## src/rtl/key_lock_pkg.sv

```systemverilog
// rtl/key_lock_pkg.sv - shared FSM state type and per-bit key gate for the key lock stage
package key_lock_pkg;

    // Serial key loader states
    typedef enum logic [1:0] {
        IDLE   = 2'd0,
        LOAD   = 2'd1,
        COMMIT = 2'd2
    } key_fsm_e;

    // One key gate: XNOR when the mask bit is set, XOR otherwise
    function automatic logic key_gate(input logic data, input logic key, input logic mask);
        return mask ? ~(data ^ key) : (data ^ key);
    endfunction

endpackage

```

## src/rtl/key_shift_loader.sv

```systemverilog
// rtl/key_shift_loader.sv - serial key shadow register, bit counter and commit FSM (KEY_PARITY_EN adds a trailing parity bit)
module key_shift_loader
    import key_lock_pkg::*;
#(
    parameter int DATA_W = 8,
    parameter int CNT_W  = $clog2(DATA_W + 1)
) (
    input  logic              clk,
    input  logic              rst_n,
    input  logic              i_key_valid,
    output logic              o_key_ready,
    input  logic              i_key_bit,
    input  logic              i_key_abort,
    output logic              o_key_loaded,
    output logic              o_key_err,
    output logic [DATA_W-1:0] o_shadow
);

`ifdef KEY_PARITY_EN
    localparam int LOAD_BITS = DATA_W + 1;
`else
    localparam int LOAD_BITS = DATA_W;
`endif
    localparam logic [CNT_W-1:0] LAST_CNT = CNT_W'(LOAD_BITS - 1);

    key_fsm_e          r_state;
    key_fsm_e          w_state_nxt;
    logic [DATA_W-1:0] r_shadow;
    logic [CNT_W-1:0]  r_cnt;
    logic              w_accept;
    logic              w_clear;
    logic              w_shift;
    logic              w_par_ok;

`ifdef KEY_PARITY_EN
    logic r_par;
    logic r_err;

    // The final accepted bit is the parity bit and never enters the shadow
    assign w_shift   = w_accept && (r_cnt != LAST_CNT);
    assign w_par_ok  = ((^r_shadow) == r_par);
    assign o_key_err = r_err;

    // Parity bit capture and sticky error flag, cleared by the next bit or an abort
    always_ff @(posedge clk or negedge rst_n) begin
        if (!rst_n) begin
            r_par <= 1'b0;
            r_err <= 1'b0;
        end else if (r_state == COMMIT) begin
            r_par <= 1'b0;
            if (!w_par_ok) begin
                r_err <= 1'b1;
            end
        end else if (i_key_abort) begin
            r_par <= 1'b0;
            r_err <= 1'b0;
        end else if (w_accept) begin
            r_err <= 1'b0;
            if (r_cnt == LAST_CNT) begin
                r_par <= i_key_bit;
            end
        end
    end
`else
    assign w_shift   = w_accept;
    assign w_par_ok  = 1'b1;
    assign o_key_err = 1'b0;
`endif

    assign o_shadow = r_shadow;

    // FSM state register
    always_ff @(posedge clk or negedge rst_n) begin
        if (!rst_n) begin
            r_state <= IDLE;
        end else begin
            r_state <= w_state_nxt;
        end
    end

    // Next state, port handshake and commit pulse
    always_comb begin
        w_state_nxt  = r_state;
        o_key_ready  = 1'b0;
        o_key_loaded = 1'b0;
        w_accept     = 1'b0;
        w_clear      = 1'b0;
        case (r_state)
            IDLE, LOAD: begin
                o_key_ready = 1'b1;
                if (i_key_abort) begin
                    w_clear     = 1'b1;
                    w_state_nxt = IDLE;
                end else if (i_key_valid) begin
                    w_accept    = 1'b1;
                    w_state_nxt = (r_cnt == LAST_CNT) ? COMMIT : LOAD;
                end
            end
            COMMIT: begin
                o_key_loaded = w_par_ok;
                w_clear      = 1'b1;
                w_state_nxt  = IDLE;
            end
            default: begin
                w_clear     = 1'b1;
                w_state_nxt = IDLE;
            end
        endcase
    end

    // Shadow shifts right with new bits entering at the MSB, so LSB-first ends aligned
    always_ff @(posedge clk or negedge rst_n) begin
        if (!rst_n) begin
            r_shadow <= '0;
            r_cnt    <= '0;
        end else if (w_clear) begin
            r_shadow <= '0;
            r_cnt    <= '0;
        end else if (w_accept) begin
            r_cnt <= r_cnt + 1'b1;
            if (w_shift) begin
                r_shadow <= {i_key_bit, r_shadow[DATA_W-1:1]};
            end
        end
    end

endmodule

```

## src/rtl/key_lock_pipe.sv

```systemverilog
// rtl/key_lock_pipe.sv - key-gated one-deep register stage with serial key load (KEY_PARITY_EN enables key parity)
module key_lock_pipe
    import key_lock_pkg::*;
#(
    parameter int                DATA_W    = 8,
    parameter logic [DATA_W-1:0] XNOR_MASK = '0,
`ifdef KEY_PARITY_EN
    parameter int                CNT_W     = $clog2(DATA_W + 2)
`else
    parameter int                CNT_W     = $clog2(DATA_W + 1)
`endif
) (
    input  logic              clk,
    input  logic              rst_n,
    input  logic              in_valid,
    output logic              in_ready,
    input  logic [DATA_W-1:0] in_data,
    output logic              out_valid,
    input  logic              out_ready,
    output logic [DATA_W-1:0] out_data,
    input  logic              key_valid,
    output logic              key_ready,
    input  logic              key_bit,
    input  logic              key_abort,
    output logic              key_loaded,
    output logic              key_err
);

    logic [DATA_W-1:0] r_key;
    logic [DATA_W-1:0] r_out_data;
    logic              r_out_valid;
    logic [DATA_W-1:0] w_gate;
    logic [DATA_W-1:0] w_shadow;
    logic              w_key_loaded;

    key_shift_loader #(
        .DATA_W (DATA_W),
        .CNT_W  (CNT_W)
    ) u_loader (
        .clk          (clk),
        .rst_n        (rst_n),
        .i_key_valid  (key_valid),
        .o_key_ready  (key_ready),
        .i_key_bit    (key_bit),
        .i_key_abort  (key_abort),
        .o_key_loaded (w_key_loaded),
        .o_key_err    (key_err),
        .o_shadow     (w_shadow)
    );

    assign key_loaded = w_key_loaded;
    assign in_ready   = !r_out_valid || out_ready;
    assign out_valid  = r_out_valid;
    assign out_data   = r_out_data;

    // Active key is written atomically from the shadow on a successful commit
    always_ff @(posedge clk or negedge rst_n) begin
        if (!rst_n) begin
            r_key <= '0;
        end else if (w_key_loaded) begin
            r_key <= w_shadow;
        end
    end

    // Per-bit key gates ahead of the output register
    always_comb begin
        w_gate = '0;
        for (int i = 0; i < DATA_W; i++) begin
            w_gate[i] = key_gate(in_data[i], r_key[i], XNOR_MASK[i]);
        end
    end

    // One-deep output register; data holds while stalled
    always_ff @(posedge clk or negedge rst_n) begin
        if (!rst_n) begin
            r_out_valid <= 1'b0;
            r_out_data  <= '0;
        end else if (in_valid && in_ready) begin
            r_out_valid <= 1'b1;
            r_out_data  <= w_gate;
        end else if (out_ready) begin
            r_out_valid <= 1'b0;
        end
    end

endmodule

```

## config.mk

```make
export PLATFORM = sky130hd
export DESIGN_NAME = key_lock_pipe
export DESIGN_NICKNAME = d
export VERILOG_FILES = /design/src/rtl/key_lock_pkg.sv /design/src/rtl/key_shift_loader.sv /design/src/rtl/key_lock_pipe.sv
export SDC_FILE = /design/constraint.sdc
export NUM_CORES = 1
export LEC_CHECK = 0
export CAP_MARGIN = 10
export CORE_MARGIN = 2
export CORE_UTILIZATION = 30
export DETAILED_ROUTE_END_ITERATION = 8
export DONT_BUFFER_PORTS = 1
export GPL_TIMING_DRIVEN = 0
export SETUP_SLACK_MARGIN = 0.02
export SKIP_LAST_GASP = 1
export SYNTH_ARGS = -nofsm -noshare
export SYNTH_HDL_FRONTEND = slang
export SYNTH_HIERARCHICAL = 1
export SYNTH_SLANG_ARGS = --single-unit
```

## constraint.sdc

```tcl
create_clock -name clk -period 1.19 [get_ports clk]
set_input_delay 0.119 -clock clk [delete_from_list [all_inputs] [get_ports clk]]
set_output_delay 0.119 -clock clk [all_outputs]
set_load 0.005 [all_outputs]
```

==> results.ini <==
[worst_setup_path]
crit_chain=inv_2, nor2_4, buf_6, mux2_2
crit_buf_inv=2
critPathKind=flip-flop to flip-flop
crit_arrival_ns=1.31
critPathTopFamily=flip-flops
start_kind=flip-flop
cp-end-kind=flip-flop
r2r_cells=4
worstPathMaxFanout=8
crit_required_ns=1.35
cp_slowest_cell=dfrtp_1
cp.depth=4
slowest_delay_ns=0.35

[logic_synthesis]
synth_top_area_cell=dfrtp_1
synth.most_common_cell=dfrtp_1
synth_nets=115
synth_edf_count=0
synth_cells=99
syn_area_per_cell_sq_um=14.2
ys_ff_latch=31
async_reset_ff_frac=1.00
synth_top_area_share=0.553
synth_warnings=6
synth.top_cells.by_area=dfrtp_1 (55%), mux2_4 (9.6%), mux2i_1 (6.4%), mux2_2 (5.6%), xor2_1 (5.0%)
netlist_area_sq_mm=0.00140
synth_cell_type_count=27
ys_seq_area_frac=0.553
synth_ff_type=dfrtp_1
synth_commonest_cells=dfrtp_1 (31), nor2_1 (10), mux2_4 (9), mux2i_1 (9), xor2_1 (8)

[power_and_ir_drop]
peakVddDrop_v=0.000346
internal-power_mw=1.76
seq_power_share=0.513
p_leak_nw=0.822
comb_power_share=0.093
p_sw_mw=0.500
power_density_mw_per_mm2=1370
sw_frac_of_total=0.221
clockPowerShare=0.394

[clocking]
clk_path_buf_depth=2
cts_root_buf=clkbuf_8
htree_levels=2
cts_tree=done
clk_pin_slew_ns=0.06
clock_latency_ns=0.28
clock-sinks=31
cts_made_buffers=5

[placed_design]
post-place-ws_ns=-0.0951
placed_area_sq_mm=0.00147
gp_congestion=0.668
dp_hpwl_um=1640
port_buffers=0

[routing]
totalWireLength_um=2280
viasPerCell=4.67
ant_nets=0
drt_pass1_iterations=4
drc=0
routedWlPerCell_um=13.9
vias=766
drtIter0Drc=14

[finish]
antennaDiodeCount=0
drive_above_1_share=0.375
finish.instance_area_sq_mm=0.00165
syn2layout_area_growth_pct=17.2
finalNetCount=127

[floorplan]
dieArea_sq_mm=0.00524
die_h_um=72.4
num_rows=24
die_w_um=72.4
core_sq_mm=0.00444
io_pins=28
initial_core_util=0.316

[timing]
layout_setup_ws_ns=0.0389
rsz0062_at_grt=yes
holdWs_ns=0.0119
setup_viol=0
skew_ns=0.00367
fin_crit_sh=0.967
fmax_mhz=869
timing_hold_violations_final=0
slew_viol_final=0
finalCriticalPeriod_ns=1.15

[global_routing]
grt-ovfl-total=0
antenna_found_initial=0
grt_max_degree=32
grtUsageTotal=0.101
grt_pass1_wl_um=3820
first_global_vias=809

[worst_hold_path]
min_path_cells=2
worst_hold_path_type=input port to flip-flop

[status]
outcome=finished clean

[run]
cap_violations=0

[stage by stage]
stage               utilization  total power [mW]  TNS, ns  std cells
floorplan                     -              1.32        0         99
global placement          0.332              1.34   -0.554        151
detailed placement        0.332              1.35   -0.693        151
CTS                       0.369              2.31        0        164
global route              0.370              2.38  -0.0340        164
finish                    0.370              2.26        0        164
[final cells by class]
class / count / area [sq um]
Buffer: 5 / 52.6
Clock buffer: 8 / 100
Fill cell: 427 / 2800
Inverter: 1 / 3.75
Multi-Input combinational cell: 62 / 593
Sequential cell: 31 / 776
Tap cell: 52 / 65.1
Timing Repair Buffer: 5 / 55.1
[cell families (layout without fill, tap and decap cells)]
group,after synthesis,after routing,share of synthesized area
flip-flops,31,31,0.553
other,1,1,0.00267
AO/OA/AOI/OAI,2,2,0.0107
XOR/XNOR,9,9,0.0562
buffers and inverters,6,19,0.0356
multiplexers,26,26,0.225
adder cells (fa/ha/maj),1,1,0.00891
AND/OR/NAND/NOR,23,23,0.109
[flip-flops by register name, summed over array words and instances, names as in the netlist]
signal and flops:
out_valid 1, r_key 8, u_loader/o_shadow 8, u_loader/r_cnt 4
out_data 8, u_loader/r_state 2
[placed cells by master (no fill, tap or decap)]
cell,Yosys,layout
a21bo_2,1,1
a21oi_1,1,1
and4b_1,1,1
buf_12,0,1
buf_4,1,3
buf_6,3,4
clkbuf_1,0,1
clkbuf_8,0,7
conb_1,1,1
dfrtp_1,31,31
dlygate4sd3_1,0,2
ha_2,0,1
inv_2,0,1
mux2_1,1,1
mux2_2,7,7
mux2_4,9,9
mux2i_1,9,9
nand2_8,1,1
nand2b_1,1,1
nand2b_4,1,1
nand3b_1,1,1
nand4_2,1,1
nor2_1,10,9
nor2_2,2,2
nor2_4,0,1
nor2b_1,1,1
nor3_1,2,1
nor3_2,0,1
nor3b_1,1,1
or2_4,1,1
xnor2_1,1,1
xor2_1,8,8
[layer usage]
layer  GRT usage  vias up  part of all wire
li1            -      356                 -
met1       0.100      374              0.39
met2       0.159       30              0.48
met3      0.0639        6             0.098
met4      0.0617        0             0.029
met5           0        -                 0
[final timing paths]
path / startpoint / slack, ns / to
setup / recovery: u_loader/r_state[1] / 0.04 / r_key[1]
hold reg to reg: r_key[3] / 0.51 / r_key[3]
min in group asynchronous: rst_n / 0.28 / out_data[3]
setup reg to reg: u_loader/r_state[1] / 0.04 / r_key[1]
hold / removal: key_bit / 0.01 / u_loader/o_shadow[7]
max in group asynchronous: rst_n / 0.75 / r_key[2]
[power groups by stage]
stage	combinational, mW	sequential [mW]	clock (mW)
6_report	0.209	1.16	0.891
5_1_grt	0.230	1.17	0.982
4_1_cts	0.212	1.16	0.935
3_5_place_dp	0.173	1.18	0
3_3_place_gp	0.165	1.17	0
2_1_floorplan	0.153	1.17	0
[timing repair]
| action | 4_1_cts | 5_1_grt |
|---|---|---|
| resized for setup | 2 | 3 |
| setup endpoints to repair | 8 | 10 |
| hold buffers | 3 | 0 |
| endpoints found under the hold margin | 32 | 0 |
| buffers inserted | 2 | 0 |
| pin swaps | 0 | 1 |
(Power assumes the default switching activity.)
